### src/rtl/seven_seg_scan_pkg.sv
// Shared types and helpers for the multiplexed 7-segment scan controller.
// The leading-zero test works on a fixed-width digit vector so any DIGITS up to MAX_DIGITS fits.
package seven_seg_scan_pkg;

  typedef enum logic {S_GAP, S_SHOW} state_e;

  localparam int DIGIT_W    = 4;
  localparam int MAX_DIGITS = 16;

  // Digit i is a leading zero when it and every more-significant digit are zero.
  // Unused upper digits must be zero-filled by the caller.
  function automatic logic lz_blanked(input logic [DIGIT_W*MAX_DIGITS-1:0] active,
                                      input int i);
    logic all_zero;
    all_zero = 1'b1;
    for (int j = 0; j < MAX_DIGITS; j++) begin
      if (j >= i && active[j*DIGIT_W +: DIGIT_W] != '0) begin
        all_zero = 1'b0;
      end
    end
    return (i != 0) && all_zero;
  endfunction

endpackage

### src/rtl/seven_segment_scan_timer.sv
// Up-counter that restarts on clear_i and flags when it sits on the terminal count term_i.
module seven_segment_scan_timer #(
  parameter int W = 2
) (
  input  logic         clk,
  input  logic         rst_n,
  input  logic         clear_i,
  input  logic [W-1:0] term_i,
  output logic         done_o
);

  logic [W-1:0] count_q;
  logic [W-1:0] count_d;

  always_comb begin
    count_d = clear_i ? '0 : count_q + 1'b1;
  end

  always_ff @(posedge clk or negedge rst_n) begin
    if (!rst_n) begin
      count_q <= '0;
    end else begin
      count_q <= count_d;
    end
  end

  assign done_o = (count_q == term_i);

endmodule

### src/rtl/seven_segment_scan_controller.sv
// Scans DIGITS common-anode digits through one shared decoder, with dead-time gaps,
// a frame-aligned double buffer for host values, and per-digit / leading-zero blanking.
module seven_segment_scan_controller
  import seven_seg_scan_pkg::*;
#(
  parameter int DIGITS = 4,
  parameter int DWELL  = 50000,
  parameter int GAP    = 500
) (
  input  logic                      clk,
  input  logic                      rst_n,
  input  logic                      load,
  input  logic [DIGIT_W*DIGITS-1:0] value_in,
  input  logic [DIGITS-1:0]         blank_mask,
  input  logic                      lz_blank,
  output logic [DIGIT_W-1:0]        num,
  output logic [DIGITS-1:0]         digit_an_n,
  output logic                      frame_tick
);

  localparam int TMAX_DG = (DWELL > GAP) ? DWELL : GAP;
  localparam int TMAX    = (TMAX_DG > 2) ? TMAX_DG : 2;
  localparam int TW      = $clog2(TMAX);
  localparam int IW      = (DIGITS > 1) ? $clog2(DIGITS) : 1;

  localparam logic [TW-1:0] TERM_SHOW = TW'(DWELL - 1);
  localparam logic [TW-1:0] TERM_GAP  = TW'((GAP > 0) ? GAP - 1 : 0);
  localparam logic [IW-1:0] LAST_IDX  = IW'(DIGITS - 1);

  state_e                    state_q, state_d;
  logic [IW-1:0]             idx_q, idx_d;
  logic [DIGIT_W*DIGITS-1:0] pending_q, pending_d;
  logic [DIGIT_W*DIGITS-1:0] active_q, active_d;
  logic                      pend_valid_q, pend_valid_d;
  logic [DIGIT_W-1:0]        num_q, num_d;
  logic [DIGITS-1:0]         an_q, an_d;
  logic                      tick_q, tick_d;

  logic                          show_entry;
  logic                          timer_clear;
  logic                          timer_done;
  logic [TW-1:0]                 timer_term;
  logic [DIGIT_W*MAX_DIGITS-1:0] active_ext;
  logic                          digit_blank;

  assign timer_term  = (state_q == S_SHOW) ? TERM_SHOW : TERM_GAP;
  assign timer_clear = show_entry || (state_d != state_q);

  seven_segment_scan_timer #(
    .W (TW)
  ) u_timer (
    .clk     (clk),
    .rst_n   (rst_n),
    .clear_i (timer_clear),
    .term_i  (timer_term),
    .done_o  (timer_done)
  );

  always_ff @(posedge clk or negedge rst_n) begin
    if (!rst_n) begin
      state_q <= S_GAP;
      idx_q   <= '0;
    end else begin
      state_q <= state_d;
      idx_q   <= idx_d;
    end
  end

  // With GAP=0 a finished dwell re-enters SHOW directly on the next digit.
  always_comb begin
    state_d    = state_q;
    idx_d      = idx_q;
    show_entry = 1'b0;
    case (state_q)
      S_GAP: begin
        if (GAP == 0 || timer_done) begin
          state_d    = S_SHOW;
          show_entry = 1'b1;
        end
      end
      S_SHOW: begin
        if (timer_done) begin
          idx_d = (idx_q == LAST_IDX) ? '0 : idx_q + 1'b1;
          if (GAP == 0) begin
            show_entry = 1'b1;
          end else begin
            state_d = S_GAP;
          end
        end
      end
      default: state_d = S_GAP;
    endcase
  end

  always_comb begin
    pending_d    = pending_q;
    pend_valid_d = pend_valid_q;
    active_d     = active_q;
    num_d        = num_q;
    an_d         = an_q;
    tick_d       = 1'b0;
    active_ext   = '0;

    // Frame swap uses the old pending value; a same-cycle load refills it below.
    if (show_entry && idx_d == '0 && pend_valid_q) begin
      active_d     = pending_q;
      pend_valid_d = 1'b0;
    end
    if (load) begin
      pending_d    = value_in;
      pend_valid_d = 1'b1;
    end

    active_ext[DIGIT_W*DIGITS-1:0] = active_d;
    digit_blank = blank_mask[idx_d] | (lz_blank & lz_blanked(active_ext, int'(idx_d)));

    if (show_entry) begin
      num_d  = active_d[idx_d*DIGIT_W +: DIGIT_W];
      an_d   = '1;
      if (!digit_blank) begin
        an_d[idx_d] = 1'b0;
      end
      tick_d = (idx_d == '0);
    end else if (state_q == S_SHOW && state_d == S_GAP) begin
      an_d = '1;
    end
  end

  always_ff @(posedge clk or negedge rst_n) begin
    if (!rst_n) begin
      pending_q    <= '0;
      pend_valid_q <= 1'b0;
      active_q     <= '0;
      num_q        <= '0;
      an_q         <= '1;
      tick_q       <= 1'b0;
    end else begin
      pending_q    <= pending_d;
      pend_valid_q <= pend_valid_d;
      active_q     <= active_d;
      num_q        <= num_d;
      an_q         <= an_d;
      tick_q       <= tick_d;
    end
  end

  assign num        = num_q;
  assign digit_an_n = an_q;
  assign frame_tick = tick_q;

endmodule

### config.mk
export PLATFORM = sky130hd
export DESIGN_NAME = seven_segment_scan_controller
export DESIGN_NICKNAME = d
export VERILOG_FILES = /design/src/rtl/seven_seg_scan_pkg.sv /design/src/rtl/seven_segment_scan_timer.sv /design/src/rtl/seven_segment_scan_controller.sv
export SDC_FILE = /design/constraint.sdc
export NUM_CORES = 1
export LEC_CHECK = 0
export ABC_AREA = 1
export BUFFER_PORTS_ARGS = -buffer_cell sky130_fd_sc_hd__buf_2
export CAP_MARGIN = 20
export CORE_MARGIN = 2
export CORE_UTILIZATION = 50
export CTS_BUF_LIST = sky130_fd_sc_hd__clkbuf_4 sky130_fd_sc_hd__clkbuf_8
export DETAILED_ROUTE_END_ITERATION = 16
export GPL_TIMING_DRIVEN = 1
export PLACE_DENSITY_LB_ADDON = 0.25
export SKIP_LAST_GASP = 1
export SLEW_MARGIN = 5
export SYNTH_ARGS = -nofsm -noshare
export SYNTH_HDL_FRONTEND = slang
export SYNTH_SLANG_ARGS = --single-unit
### constraint.sdc
create_clock -name clk -period 3.8 [get_ports clk]
set_clock_uncertainty 0.15 [all_clocks]
set_input_delay 0.38 -clock clk [delete_from_list [all_inputs] [get_ports clk]]
set_output_delay 0.38 -clock clk [all_outputs]
set_load 0.1 [all_outputs]
==> results_dict.tcl <==
set metrics [dict create \
    status "finished, final reports clean" \
    root_buffer "clkbuf_8" \
    die_x_um 80.4 \
    antenna_found_initial 0 \
    drive_above_1_share_pct 19.0 \
    synth.area.top_cells "dfrtp_1 49%, nand2_1 14%, inv_1 5.5%" \
    synth_area_leader_cell "dfrtp_1" \
    path_delay_family "simple AND/OR/NAND/NOR gates" \
    maxSlewHeadroom_pct 63.7 \
    hold_path.class "input port to flip-flop" \
    diodes 0 \
    grt_pass1_wl_mm 10.1 \
    max_freq_ghz 0.352 \
    tns_ns 0 \
    syn_area_per_cell_sq_um 8.26 \
    vias 2328 \
    ys_types 38 \
    tightest_slew_ns 0.544 \
    fp.dieH_um 80.4 \
    syn_inst 353 \
    path_max_fanout 27 \
    hold_start "value_in[14]" \
    r2r.worst_path.cells 17 \
    grt_pass1_vias 2252 \
    cts_htree_levels 3 \
    rrSetupSlack_ns 0.96 \
    async_flop_share_pct 100 \
    path_common_cell "nand2_1" \
    dr.pass1.iters 6 \
    core_area_sq_um 5570 \
    drc 0 \
    wl_per_cell_um 12.4 \
    tritoncts "built" \
    whs_path_depth 3 \
    wl_mm 5.80 \
    fin_crit_ns 2.84 \
    critPathKind "flip-flop to flip-flop" \
    required_ns 3.92 \
    ir_worst_vdd_v 0.000255 \
    fin_crit_sh_pct 74.7 \
    cts_sinks 61 \
    hold_end "pending_q[14]" \
    rr_endpoint "digit_an_n[2]" \
    drt_iter0_markers 121 \
    cp-start-kind "flip-flop" \
    p_leak_nw 1.86 \
    clockBufferDepth 2 \
    slew_violations 0 \
    grt_use_total_pct 20.6 \
    netlist_area_sq_um 2920 \
    reg2reg_from "u_timer.count_q[0]" \
    grt_max_degree 38 \
    avgViaCountPerCell 5.00 \
    setup_violations 0 \
    port_buffers 32 \
    worstPathCellList "ha_1, inv_1, nor2_1, nand2_1, nor2_1, o211a_1, ha_1, buf_4, nand3_4, o21ai_1, nor2_1, nand2_1, nand2_1, nand3_1, nand3_1, nand2_1, inv_1" \
    worstSkewPairLatency_ns 0.33 \
    end_kind "flip-flop" \
    cts_made_buffers 9 \
    die-area_sq_um 6460 \
    crit_slowest_cell "dfrtp_1" \
    worstPathArrival_ns 2.96 \
    rows 27 \
    antenna_left 0 \
    synth_top_area_share_pct 48.9 \
    synth_seq_cells 61 \
    cap_violations 0 \
    synth_flop_cell "dfrtp_1" \
    syn_nets 381 \
    hpwl_mm 4.24 \
    rsz0062_at_grt "no" \
    powerDensity_nw_per_um2 416 \
    area_growth_pct 16.2 \
    postCtsSetupRepairBufs 0 \
    gr-total-overflow 0 \
    final_nets 417 \
    synth.most_common_cell "nand2_1" \
    start_util_pct 52.3 \
    ys_seq_area_share_pct 52.5 \
    slowest_delay_ns 0.37 \
    io_pins 33 \
    synth_edf_count 0 \
    gp_congestion 0.924 \
    yosysWarnings 0 \
    crit_buf_inv 3 \
    hold_violations 0 \
    fin_util_pct 60.8 \
    synth_common_cells "105 x nand2_1, 57 x dfrtp_1, 43 x inv_1, 31 x nor2_1, 14 x nor3_1" \
    path_clk_slew_ns 0.07 \
]
==> state kept, by name (all words and copies together) (netlist names) <==
| register | cells |
|---|---|
| active_q | 16 |
| digit_an_n | 4 |
| frame_tick | 1 |
| idx_q | 2 |
| num | 4 |
| pend_valid_q | 1 |
| pending_q | 16 |
| state_q | 1 |
| u_timer.count_q | 16 |
==> worst reg2reg max path, delay by kind of cell (launching register included) <==
family                     cells  cell delay [ns]
AOI/OAI and AO/OA              2             0.49
adders and majority gates      2             0.37
buffers and inverters          3             0.34
DFF                            1             0.37
and+or+nand+nor               10             1.08
==> cells in the final DEF (no fill, tap or decap), drive strengths merged, types with 2 or more instances in the layout <==
cell	instances
a21oi	8
a22oi	2
and3	2
buf	35
bufinv	2
clkbuf	13
dfrtp	57
dfstp	4
ha	4
inv	49
nand2	109
nand3	12
nand4	9
nor2	33
nor3	14
nor3b	5
o2111ai	2
o21ai	21
or2	3
==> cell type report <==
type | instances | area, sq um
clock buffers | 13 | 179
multi-input cells | 232 | 1150
repair buffers | 36 | 193
fillers | 500 | 2190
flip-flops and latches | 61 | 1530
inverters | 49 | 184
well taps | 72 | 90.1
clock inverters | 3 | 65.1
==> per-stage QoR <==
stage	area [sq um]	total power [W]	hold WS (ns)	setup slack, ns	cells
detailed placement	3130	0.000733	0.241	0.989	449
global route	3390	0.00146	0.0894	0.646	466
global placement	3130	0.000732	0.241	1.08	449
CTS	3390	0.00142	0.0794	0.972	466
floorplan	2920	0.000702	-0.0656	1.10	353
finish	3390	0.00141	0.0903	0.963	466
==> report_power, final <==
group	total, W	internal, W	switching (W)
Sequential	0.000672	0.000665	0.00000718
Clock	0.000689	0.000440	0.000249
Combinational	0.0000486	0.0000173	0.0000313
Total	0.00141	0.00112	0.000287
==> cell families after synthesis <==
family          share of synthesized area (%)
xor+xnor                                0.300
simple gates                             29.2
buf+inv                                  8.19
compound gates                           8.07
flops                                    52.5
fa+ha+maj                                1.72
==> how the worst max path moves through the flow <==
stage | startpoint | end | slack [ns] | cells past startpoint
6_report | u_timer.count_q[0] | digit_an_n[2] | 0.96 | 17
5_1_grt | u_timer.count_q[0] | digit_an_n[2] | 0.65 | 18
4_1_cts | u_timer.count_q[0] | digit_an_n[2] | 0.97 | 17
3_5_place_dp | u_timer.count_q[0] | digit_an_n[2] | 0.99 | 17
3_3_place_gp | u_timer.count_q[0] | digit_an_n[3] | 1.08 | 16
2_1_floorplan | u_timer.count_q[0] | u_timer.count_q[13] | 1.10 | 13
==> metal layers <==
metal	GRT usage, %	vias to the layer above	part of all wire, %
li1	-	1198	-
met3	3.82	17	2.8
met5	0	-	0
met1	25.6	1067	46
met4	11.5	0	3.0
met2	33.8	46	48
==> repair_timing <==
action / 4_1_cts / 5_1_grt
endpoints found under the hold margin: 20 / 0
hold buffers: 1 / 0
resized for setup: 0 / 0
(Power assumes the default switching activity.)
